[src/rtl/rll_key_pkg.sv]
// Shared types and constants for the RLL key loader.
// Holds the FSM state enum, frame length and parameter defaults.
package rll_key_pkg;

    typedef enum logic [2:0] {
        S_IDLE,
        S_LOAD,
        S_CHECK,
        S_DONE,
        S_LOCK
    } state_e;

    localparam int DEF_KEY_W   = 16;
    localparam int DEF_TIMEOUT = 255;
    localparam int DEF_MAX_TRY = 3;

    // Key bits plus one even-parity bit.
    function automatic int frame_len(input int key_w);
        return key_w + 1;
    endfunction

    localparam int FRAME_LEN = frame_len(DEF_KEY_W);

endpackage

[src/rtl/rll_key_loader_shifter.sv]
// Serial frame capture: shift register, bit counter and running parity.
// Ports: clk, rst, clr (sync clear), shift_en, bit_in -> key, cnt, parity, done.
module rll_key_shifter
    import rll_key_pkg::*;
#(
    parameter int KEY_W = DEF_KEY_W,
    parameter int CNT_W = $clog2(DEF_KEY_W + 2)
) (
    input  logic             clk,
    input  logic             rst,
    input  logic             clr,
    input  logic             shift_en,
    input  logic             bit_in,
    output logic [KEY_W-1:0] key,
    output logic [CNT_W-1:0] cnt,
    output logic             parity,
    output logic             done
);

    localparam int FLEN = frame_len(KEY_W);

    logic [KEY_W-1:0] sh_q, sh_d;
    logic [CNT_W-1:0] cnt_q, cnt_d;
    logic             par_q, par_d;

    always_comb begin
        sh_d  = sh_q;
        cnt_d = cnt_q;
        par_d = par_q;
        if (clr) begin
            sh_d  = '0;
            cnt_d = '0;
            par_d = 1'b0;
        end else if (shift_en && (cnt_q < CNT_W'(FLEN))) begin
            // Counter saturates at the frame length; it never wraps.
            cnt_d = cnt_q + CNT_W'(1);
            par_d = par_q ^ bit_in;
            // The parity bit only feeds the running parity, so the
            // first key bit ends up at the MSB.
            if (cnt_q < CNT_W'(KEY_W)) begin
                sh_d = {sh_q[KEY_W-2:0], bit_in};
            end
        end
    end

    always_ff @(posedge clk or posedge rst) begin
        if (rst) begin
            sh_q  <= '0;
            cnt_q <= '0;
            par_q <= 1'b0;
        end else begin
            sh_q  <= sh_d;
            cnt_q <= cnt_d;
            par_q <= par_d;
        end
    end

    assign key    = sh_q;
    assign cnt    = cnt_q;
    assign parity = par_q;
    assign done   = (cnt_q == CNT_W'(FLEN));

endmodule

[src/rtl/rll_key_loader.sv]
// Loads a parity-protected key from serial storage onto a locked netlist key bus.
// Ports: start, nvm_req/nvm_valid/nvm_bit, key_out, key_valid, busy, err, try_cnt.
module rll_key_loader
    import rll_key_pkg::*;
#(
    parameter int KEY_W   = DEF_KEY_W,
    parameter int TIMEOUT = DEF_TIMEOUT,
    parameter int MAX_TRY = DEF_MAX_TRY
) (
    input  logic             clk,
    input  logic             rst,
    input  logic             start,
    output logic             nvm_req,
    input  logic             nvm_valid,
    input  logic             nvm_bit,
    output logic [KEY_W-1:0] key_out,
    output logic             key_valid,
    output logic             busy,
    output logic             err,
    output logic [1:0]       try_cnt
);

    localparam int CNT_W = $clog2(KEY_W + 2);
    localparam int TMO_W = $clog2(TIMEOUT + 1);

    state_e           state_q, state_d;
    logic [KEY_W-1:0] key_out_q, key_out_d;
    logic             key_valid_q, key_valid_d;
    logic             nvm_req_q, nvm_req_d;
    logic             busy_q, busy_d;
    logic             err_q, err_d;
    logic [1:0]       try_q, try_d;
    logic [TMO_W-1:0] tmo_q, tmo_d;

    logic             xfer;
    logic             restart;
    logic             bad;
    logic             last_xfer;
    logic [1:0]       try_inc;
    logic [KEY_W-1:0] sh_key;
    logic [CNT_W-1:0] bit_cnt;
    logic             sh_par;
    logic             sh_done;

    // nvm_req is only high in LOAD, so this also masks stray valids.
    assign xfer      = nvm_req_q & nvm_valid;
    assign last_xfer = xfer && (bit_cnt == CNT_W'(KEY_W));
    assign try_inc   = try_q + 2'd1;

    rll_key_shifter #(
        .KEY_W (KEY_W),
        .CNT_W (CNT_W)
    ) u_shifter (
        .clk      (clk),
        .rst      (rst),
        .clr      (restart),
        .shift_en (xfer),
        .bit_in   (nvm_bit),
        .key      (sh_key),
        .cnt      (bit_cnt),
        .parity   (sh_par),
        .done     (sh_done)
    );

    always_comb begin
        state_d     = state_q;
        key_out_d   = key_out_q;
        key_valid_d = key_valid_q;
        try_d       = try_q;
        tmo_d       = tmo_q;
        restart     = 1'b0;
        bad         = 1'b0;

        unique case (state_q)
            S_IDLE: begin
                if (start) begin
                    state_d = S_LOAD;
                    restart = 1'b1;
                    try_d   = 2'd0;
                end
            end
            S_LOAD: begin
                if (sh_done) begin
                    state_d = S_CHECK;
                end else if (xfer) begin
                    tmo_d = '0;
                end else if (tmo_q == TMO_W'(TIMEOUT - 1)) begin
                    // This idle cycle brings the count to TIMEOUT.
                    bad = 1'b1;
                end else begin
                    tmo_d = tmo_q + TMO_W'(1);
                end
            end
            S_CHECK: begin
                if (!sh_par) begin
                    state_d     = S_DONE;
                    key_out_d   = sh_key;
                    key_valid_d = 1'b1;
                end else begin
                    bad = 1'b1;
                end
            end
            S_DONE: begin
                if (start) begin
                    state_d     = S_LOAD;
                    restart     = 1'b1;
                    key_out_d   = '0;
                    key_valid_d = 1'b0;
                    try_d       = 2'd0;
                end
            end
            S_LOCK: begin
            end
            default: begin
                state_d = S_IDLE;
            end
        endcase

        if (bad) begin
            try_d = try_inc;
            if (int'(try_inc) < MAX_TRY) begin
                state_d = S_LOAD;
                restart = 1'b1;
            end else begin
                state_d = S_LOCK;
            end
        end

        if (restart) begin
            tmo_d = '0;
        end

        // Drop the request once the parity bit has been taken.
        nvm_req_d = (state_d == S_LOAD) && !last_xfer;
        busy_d    = (state_d == S_LOAD) || (state_d == S_CHECK);
        err_d     = err_q || (state_d == S_LOCK);
    end

    always_ff @(posedge clk or posedge rst) begin
        if (rst) begin
            state_q     <= S_IDLE;
            key_out_q   <= '0;
            key_valid_q <= 1'b0;
            nvm_req_q   <= 1'b0;
            busy_q      <= 1'b0;
            err_q       <= 1'b0;
            try_q       <= 2'd0;
            tmo_q       <= '0;
        end else begin
            state_q     <= state_d;
            key_out_q   <= key_out_d;
            key_valid_q <= key_valid_d;
            nvm_req_q   <= nvm_req_d;
            busy_q      <= busy_d;
            err_q       <= err_d;
            try_q       <= try_d;
            tmo_q       <= tmo_d;
        end
    end

    assign nvm_req   = nvm_req_q;
    assign key_out   = key_out_q;
    assign key_valid = key_valid_q;
    assign busy      = busy_q;
    assign err       = err_q;
    assign try_cnt   = try_q;

endmodule

[config.mk]
export PLATFORM = sky130hd
export DESIGN_NAME = rll_key_loader
export DESIGN_NICKNAME = d
export VERILOG_FILES = /design/src/rtl/rll_key_pkg.sv /design/src/rtl/rll_key_loader_shifter.sv /design/src/rtl/rll_key_loader.sv
export SDC_FILE = /design/constraint.sdc
export NUM_CORES = 1
export LEC_CHECK = 0
export CAP_MARGIN = 20
export CORE_UTILIZATION = 35
export DETAILED_ROUTE_END_ITERATION = 8
export PLACE_DENSITY_LB_ADDON = 0.25
export SYNTH_ARGS = -nofsm -noshare
export SYNTH_HDL_FRONTEND = slang
export SYNTH_SLANG_ARGS = --single-unit
[constraint.sdc]
create_clock -name clk -period 3 [get_ports clk]
set_input_delay 0.75 -clock clk [delete_from_list [all_inputs] [get_ports clk]]
set_output_delay 0.75 -clock clk [all_outputs]
set_load 0.05 [all_outputs]
==> metrics.txt, run 1 <==
antenna-violating nets left=0; post-synth net total=260; dominant cell type by area after synthesis=dfrtp_1; Critical path buffers and inverters=0; full die area=7580 µm²; most common cell after layout, fill and taps aside=dfrtp_1; status=completed; initial core utilization=about 37%; CTS tree=done; later-pin clock latency in the skew report=just over 0.3 ns; fill cell total of the finished layout=693; Yosys reg bits=55; RSZ-0062 raised after global routing=no; # rows=30; overall routed net length=5.15 mm; worst-path maximum fanout=15; first-pass GRT wire length=8.88 mm; crit-path cells=ha_1, and4bb_1, or3_1, o31ai_4, nor2_1, a211o_1; total grt overflow=0; YS warnings=0; worst setup path startpoint=u_shifter.cnt[0]$_DFFE_PP0P_; Rel. slew slack=56.9%; TNS Setup=0 ns; Setup Buffers After CTS=0; area of the core=~6900 µm²; CP Class=register to register; starting DRC count in detailed routing=130; post-cts sizing count=0; CTS Hold Bufs=0; port bufs=26; period utilization=approximately four fifths; Post-synth EDFFs=0; Mapped Avg Cell Area=10.2 µm²; DRT Pass-1 Iters=4; most frequent cells in the layout=55 x dfrtp_1, 46 x nand2_1, 26 x clkdlybuf4s50_1; Synth area leaders=dfrtp_1 54%, nand2_1 6.8%, a22o_1 6.2%; Hold Vio Cnt, Final=0; CP top delay family=compound AO/OA/AOI/OAI gates; switching share of power=38.0%; worst slew pin tran=approximately 0.65 ns; top-area cell type share of the netlist area=between 50% and 60%; share of post-route cells with drive strength above 1=6.93%; H-tree depth=2; maximum clock rate=409 MHz; Wirelength per Cell=13.9 µm; DR vias/cell=5.03; CP max stage cell=o31ai_4; crit end category=register; shortest period the worst path allows=2.45 ns; Comb power frac=30.5%; WP data arrival=around 2.7 ns; # DRC=0; layout overhead on the synthesized area=19.2%; Clock Power Share=21.4%; leakage power=1.35 nW; asr flop ratio synth=100%; diode count=0; Worst Hold Class=register to register; largest net degree at the start of global routing=56; P_sw=0.000893 W; clock sinks=55; Pwr per Cell Area=around 780 nW/µm²; post-synthesis sequential area ratio=54.4%; gpl congestion=around 0.78; Layout Skew=between 0.01 and 0.015 ns; Mapped Cells=between 200 and 250; number of global-route vias before repair=1746; Int Pwr=0.00145 W; TritonCTS Buffers=5; Final setup viols=0; die width=87.0 µm; Max-Cap Viols=0; Reg power frac=48.1%; RR Startpoint=u_shifter.cnt[0]$_DFFE_PP0P_; Post-Syn Area=approximately 2500 µm²; chip height=87.0 µm; CP peak stage delay=0.58 ns; pre-CTS setup slack=about 0.4 ns; Max IR drop VDD=0.234 mV; Max Transition Viols Final=0; startpoint class of the critical path=register; via count=1861; CTS max path bufs=2; CTS root buffer=clkbuf_8; critical path required time=approximately 3.2 ns; Clock transition at path regs=0.10 ns; Min-Delay Startpoint=err$_DFF_PP0_; fin nets=284; Final HPWL DP=roughly 3.5 mm; initial antenna violation count=0; unique cell type count in the Yosys netlist=42; # IOs=27; worst setup margin=0.553 ns; main flop type after synthesis=dfrtp_1; Total GRT Usage=15.0%
-- sequential cells by signal, summed over array words and instances, names as in the netlist --
register / flops
nvm_req: 1
key_out: 16
key_valid: 1
busy: 1
err: 1
u_shifter.key: 16
try_cnt: 2
u_shifter.cnt: 5
tmo_q: 8
state_q: 3
u_shifter.parity: 1
-- per-layer routing --
layer  track usage [%]  vias up  routed length, µm
li1                  -      923                  -
met1              21.9      909               2570
met2              22.7       24               2380
met3              2.56        5                130
met4              4.55        0                 73
met5                 0        -                  0
-- cells in the mapped netlist (3+ instances only) --
library cell,count
a22o_1,18
nand3_1,5
buf_2,6
inv_1,5
ha_1,6
a21o_1,3
dfrtp_1,55
nand2_1,46
nor2_1,17
nand2b_1,4
or3_1,3
nor3_1,6
and4_1,3
a21oi_1,20
a211o_1,3
o21ai_0,7
clkbuf_1,9
-- per-stage QoR --
step / utilization, % / area [µm²] / hold WS (ns) / power [W] / cells
finish: 43.7 / 3020 / 0.487 / 0.00235 / 370
global route: 43.7 / 3020 / 0.517 / 0.00253 / 370
CTS: 43.7 / 3020 / 0.490 / 0.00237 / 370
detailed placement: 42.1 / 2910 / 0.459 / 0.00186 / 362
global placement: 42.1 / 2910 / 0.458 / 0.00184 / 362
floorplan: - / 2530 / 0.473 / 0.00165 / 249
-- cell families (layout without fill, tap and decap cells) --
logic type               Yosys count  after routing  synth area share (%)
AND/OR/NAND/NOR                  102            102                  20.5
AO/OA/AOI/OAI                     62             62                  17.5
flip-flops                        55             55                  54.4
buffers and inverters             20             45                  3.26
adder cells (fa/ha/maj)            6              6                  2.97
XOR/XNOR                           4              4                  1.38
-- area by class of cell --
type	count	area, µm²	area share [%]
sequential	55	1380	45.6
inverter	5	18.8	0.622
clock inverter	2	38.8	1.29
timing repair buffer	32	318	10.5
multi-input combinational	174	1070	35.5
tap	96	120	3.98
clock buffer	6	72.6	2.41
-- worst paths after layout --
| path | slack (ns) | end | cells after the start |
|---|---|---|---|
| min reg2reg | 0.49 | err$_DFF_PP0_ | 1 |
| min in group asynchronous | 0.80 | busy$_DFF_PP0_ | 3 |
| min | 0.49 | err$_DFF_PP0_ | 1 |
| max in group asynchronous | 1.95 | tmo_q[5]$_DFFE_PP0P_ | 3 |
| max | 0.55 | tmo_q[4]$_DFFE_PP0P_ | 6 |
| max reg2reg | 0.55 | tmo_q[4]$_DFFE_PP0P_ | 6 |
-- power groups by stage --
stage,clock network [W],logic (W),registers (W)
detailed placement,0,0.000719,0.00114
global route,0.000544,0.000815,0.00117
CTS,0.000517,0.000722,0.00113
global placement,0,0.000702,0.00114
floorplan,0,0.000519,0.00113
finish,0.000503,0.000716,0.00113
Power figures use the tool's default switching activity.
==> run 2, diff against run 1 <==
==> constraint.sdc (replaced) <==
create_clock -name clk -period 2.55 [get_ports clk]
set_input_delay 0.6375 -clock clk [delete_from_list [all_inputs] [get_ports clk]]
set_output_delay 0.6375 -clock clk [all_outputs]
set_load 0.05 [all_outputs]
==> run 2 against run 1 <==
Effect of this change: maximum frequency grew 5.5%; wire length is essentially flat; critical path type unchanged; clock-buffer cell count is the same; sequential share of layout area shrank 0.11 points; first-iteration DRC count grew 16%; final area grew 0.25%; via count grew 2.1%; global-route usage grew 0.25 points; clock power shrank 0.8%; largest cell class unchanged; critical path depth is the same.
==> metrics.txt, run 2 (same netlist as run 1, synthesis figures left out) <==
status=completed; CP max stage cell=o31ai_4; Critical path buffers and inverters=1; Worst Hold Class=register to register; CTS tree=done; diode count=0; Total GRT Usage=15.3%; chip height=87.0 µm; overall routed net length=5.15 mm; worst slew pin tran=0.526 ns; CTS root buffer=clkbuf_8; Final setup viols=0; via count=1901; TNS Setup=0 ns; shortest period the worst path allows=2.32 ns; leakage power=1.36 nW; most common cell after layout, fill and taps aside=dfrtp_1; Clock transition at path regs=~0.10 ns; r2r setup slk=0.23 ns; # rows=30; Hold Path End=err$_DFF_PP0_; Wirelength per Cell=13.8 µm; crit-path cells=ha_1, and4bb_1, or3_1, o31ai_4, buf_4, a21oi_1; share of post-route cells with drive strength above 1=8.27%; Max IR drop VDD=0.282 mV; RR Startpoint=u_shifter.cnt[0]$_DFFE_PP0P_; Max Transition Viols Final=0; CTS Hold Bufs=0; period utilization=between 90% and 100%; die width=87.0 µm; WP data arrival=about 2.5 ns; CTS max path bufs=2; H-tree depth=2; port bufs=26; initial antenna violation count=0; maximum clock rate=431 MHz; worst-path maximum fanout=17; gpl congestion=around 0.85; initial core utilization=36.6%; Max-Cap Viols=0; Reg2Reg Depth=6; # DRC=0; crit end category=register; DRT Pass-1 Iters=4; most frequent cells in the layout=55 x dfrtp_1, 46 x nand2_1, 26 x clkdlybuf4s50_1; WHS Path Cells=1; layout overhead on the synthesized area=19.5%; full die area=around 7600 µm²; Pwr per Cell Area=884 nW/µm²; hold_ws=0.481 ns; CP Class=register to register; # IOs=27; total grt overflow=0; Rel. slew slack=64.9%; pre-CTS setup slack=0.119 ns; number of global-route vias before repair=1829; Setup Buffers After CTS=0; Min-Delay Startpoint=err$_DFF_PP0_; CP peak stage delay=0.49 ns; later-pin clock latency in the skew report=slightly above 0.3 ns; startpoint class of the critical path=register; RSZ-0062 raised after global routing=no; antenna-violating nets left=0; starting DRC count in detailed routing=151; area of the core=just under 7000 µm²; CP top delay family=simple AND/OR/NAND/NOR gates; critical path required time=between 2 and 3 ns; clock sinks=55; post-cts sizing count=0; largest net degree at the start of global routing=24; Final HPWL DP=between 3 and 4 mm; Layout Skew=0.00868 ns; fin nets=288; Hold Vio Cnt, Final=0; TritonCTS Buffers=5; worst r2r dst=u_shifter.key[7]$_DFFE_PP0P_; first-pass GRT wire length=9.16 mm; worst setup margin=around 0.23 ns; DR vias/cell=just over 5
==> run 2: cell count changes in the layout (fill, tap and decap cells not counted) <==
cell        delta
buf_4          +4
bufinv_16      -1
clkinvlp_4     +1
==> run 2: how the worst max path moves through the flow <==
stage | from | endpoint | slack, ns | cells past startpoint
after floorplan | u_shifter.cnt[0]$_DFFE_PP0P_ | tmo_q[4]$_DFFE_PP0P_ | 0.45 | 8
after global placement | nvm_valid | tmo_q[4]$_DFFE_PP0P_ | 0.13 | 6
after detailed placement | nvm_valid | tmo_q[5]$_DFFE_PP0P_ | 0.12 | 6
after CTS | u_shifter.cnt[0]$_DFFE_PP0P_ | u_shifter.key[13]$_DFFE_PP0P_ | 0.22 | 6
after global routing | u_shifter.cnt[0]$_DFFE_PP0P_ | u_shifter.parity$_DFFE_PP0P_ | 0.03 | 6
final | u_shifter.cnt[0]$_DFFE_PP0P_ | u_shifter.key[7]$_DFFE_PP0P_ | 0.23 | 6
==> run 2: cell type report <==
| type | instances | area [µm²] |
|---|---|---|
| multi-input combinational | 174 | 1070 |
| timing repair buffer | 36 | 348 |
| inverter | 5 | 18.8 |
| clock buffer | 6 | 72.6 |
| tap | 96 | 120 |
| fill | 670 | 3880 |
| sequential | 55 | 1380 |
| clock inverter | 2 | 16.3 |
==> run 2: routing by layer <==
layer	up-vias	track usage, %	routed length (µm)
met2	31	22.2	2290
met4	0	4.39	65
met5	-	0	0
li1	937	-	-
met3	5	2.84	144
met1	928	23.0	2640
==> run 2: stage by stage <==
stage	area [µm²]	total power (W)	util, %	instances
2_1_floorplan	2530	0.00194	-	249
3_3_place_gp	2940	0.00218	42.5	366
3_5_place_dp	2940	0.00220	42.5	366
4_1_cts	3020	0.00269	43.8	374
5_1_grt	3020	0.00289	43.8	374
6_report	3020	0.00267	43.8	374
==> run 2: power breakdown <==
group	internal [W]	leakage (nW)	switching, W
clock	0.000198	0.0418	0.000301
sequential	0.00109	0.727	0.000234
combinational	0.000342	0.590	0.000512
total	0.00163	1.36	0.00105
==> run 3, diff against run 2 <==
--- a/config.mk
+++ b/config.mk
@@ -8,7 +8,9 @@
 export CAP_MARGIN = 20
 export CORE_UTILIZATION = 35
 export DETAILED_ROUTE_END_ITERATION = 8
+export HOLD_SLACK_MARGIN = 0.02
 export PLACE_DENSITY_LB_ADDON = 0.25
+export SETUP_SLACK_MARGIN = 0.1
 export SYNTH_ARGS = -nofsm -noshare
 export SYNTH_HDL_FRONTEND = slang
 export SYNTH_SLANG_ARGS = --single-unit
==> run 3 against run 2 <==
Effect of this change: final cell count up 0.53%; sequential power about the same; critical path depth did not move; hold slack about the same; combinational power rose by 2%; critical path type unchanged; critical endpoint is now tmo_q[4]$_DFFE_PP0P_; highest routed layer unchanged.
==> metrics.txt, run 3 (same netlist as run 1, synthesis figures left out) <==
Worst Hold Class=register to register; maximum clock rate=about 440 MHz; gpl congestion=0.854; starting DRC count in detailed routing=128; die width=87.0 µm; # rows=30; # IOs=27; worst slew pin tran=0.516 ns; Max Transition Viols Final=0; fin nets=290; total grt overflow=0; WP data arrival=between 2 and 2.5 ns; Pwr per Cell Area=885 nW/µm²; share of post-route cells with drive strength above 1=8.93%; clock sinks=55; critical path required time=2.75 ns; diode count=0; initial core utilization=36.6%; crit end category=register; crit-path cells=ha_1, and4bb_1, or3_1, a21o_1, and2_0, a211o_1; worst-path maximum fanout=6; most frequent cells in the layout=55 x dfrtp_1, 46 x nand2_1, 26 x clkdlybuf4s50_1; CP max stage cell=dfrtp_1; overall routed net length=5.17 mm; Layout Skew=0.00903 ns; Critical path buffers and inverters=0; most common cell after layout, fill and taps aside=dfrtp_1; Max IR drop VDD=approximately 0.28 mV; RSZ-0062 raised after global routing=no; Min-Delay Startpoint=err$_DFF_PP0_; TNS Setup=0 ns; Max-Cap Viols=0; leakage power=around 1.4 nW; RR Startpoint=u_shifter.cnt[0]$_DFFE_PP0P_; Total GRT Usage=roughly 15%; antenna-violating nets left=0; DR vias/cell=5.08; chip height=between 80 and 90 µm; via count=1910; startpoint class of the critical path=register; port bufs=26; CTS tree=done; Final setup viols=0; number of global-route vias before repair=1829; Rel. slew slack=65.5%; later-pin clock latency in the skew report=just over 0.3 ns; largest net degree at the start of global routing=24; layout overhead on the synthesized area=20.1%; design area=3040 µm²; CP Class=register to register; DRT Pass-1 Iters=4; Final HPWL DP=3.43 mm; Clock transition at path regs=0.09 ns; # DRC=0; Wirelength per Cell=13.8 µm; area of the core=6910 µm²; placed insts=366; full die area=7580 µm²; Placed Area=a little under 3000 µm²; first-pass GRT wire length=a little over 9 mm; CP top delay family=simple AND/OR/NAND/NOR gates; worst setup path startpoint=u_shifter.cnt[0]$_DFFE_PP0P_; CTS root buffer=clkbuf_8; shortest period the worst path allows=2.28 ns; CTS max path bufs=2; period utilization=89.2%; initial antenna violation count=0; H-tree depth=2; CP peak stage delay=roughly 0.45 ns; status=completed; Hold Vio Cnt, Final=0; non-filler instance count after layout=376; TritonCTS Buffers=5
-- run 3: final timing paths --
| kind | to | slack (ns) | cells past startpoint |
|---|---|---|---|
| max | tmo_q[4]$_DFFE_PP0P_ | 0.27 | 6 |
| min | err$_DFF_PP0_ | 0.48 | 1 |
| max reg2reg | tmo_q[4]$_DFFE_PP0P_ | 0.27 | 6 |
| min reg2reg | err$_DFF_PP0_ | 0.48 | 1 |
| max in group asynchronous | u_shifter.cnt[0]$_DFFE_PP0P_ | 1.30 | 3 |
| min in group asynchronous | key_out[3]$_DFFE_PP0P_ | 0.67 | 2 |
-- run 3: cell type report --
type / count / area, µm²
Timing Repair Buffer: 38 / 363
Sequential cell: 55 / 1380
Multi-Input combinational cell: 174 / 1070
Fill cell: 671 / 3870
Inverter: 5 / 18.8
Tap cell: 96 / 120
Clock inverter: 2 / 16.3
Clock buffer: 6 / 72.6
-- run 3: stage by stage --
| step | total power [W] | utilization [%] | hold slack [ns] | worst slack [ns] |
|---|---|---|---|---|
| 2_1_floorplan | 0.00194 | - | 0.473 | 0.452 |
| 3_3_place_gp | 0.00218 | 42.5 | 0.459 | 0.126 |
| 3_5_place_dp | 0.00220 | 42.5 | 0.462 | 0.119 |
| 4_1_cts | 0.00269 | 43.8 | 0.486 | 0.222 |
| 5_1_grt | 0.00290 | 44.0 | 0.502 | 0.133 |
| 6_report | 0.00269 | 44.0 | 0.481 | 0.275 |
-- run 3: what timing repair did --
action / in CTS / in global routing
resized for setup: 0 / 0
setup endpoints to repair: 0 / 20
setup buffers: 0 / 2
hold buffers: 0 / 0
-- run 3: per-layer routing --
layer  part of all wire, %  vias to the layer above  global-route usage (%)
li1                      -                      944                       -
met1                    52                      939                    23.0
met2                    44                       22                    22.2
met3                   2.5                        5                    2.84
met4                   1.3                        0                    4.39
met5                     0                        -                       0
-- run 3: where the power goes --
| part | switching [W] | internal (W) | total [W] |
|---|---|---|---|
| clock | 0.000300 | 0.000198 | 0.000498 |
| sequential | 0.000235 | 0.00109 | 0.00132 |
| combinational | 0.000517 | 0.000353 | 0.000871 |
| total | 0.00105 | 0.00164 | 0.00269 |
-- run 3: worst reg2reg max path: cells and delay by family, from the launching register on --
family | cells | cell delay, ns
and+or+nand+nor | 3 | 0.94
AOI/OAI and AO/OA | 2 | 0.56
DFF | 1 | 0.45
adders and majority gates | 1 | 0.22
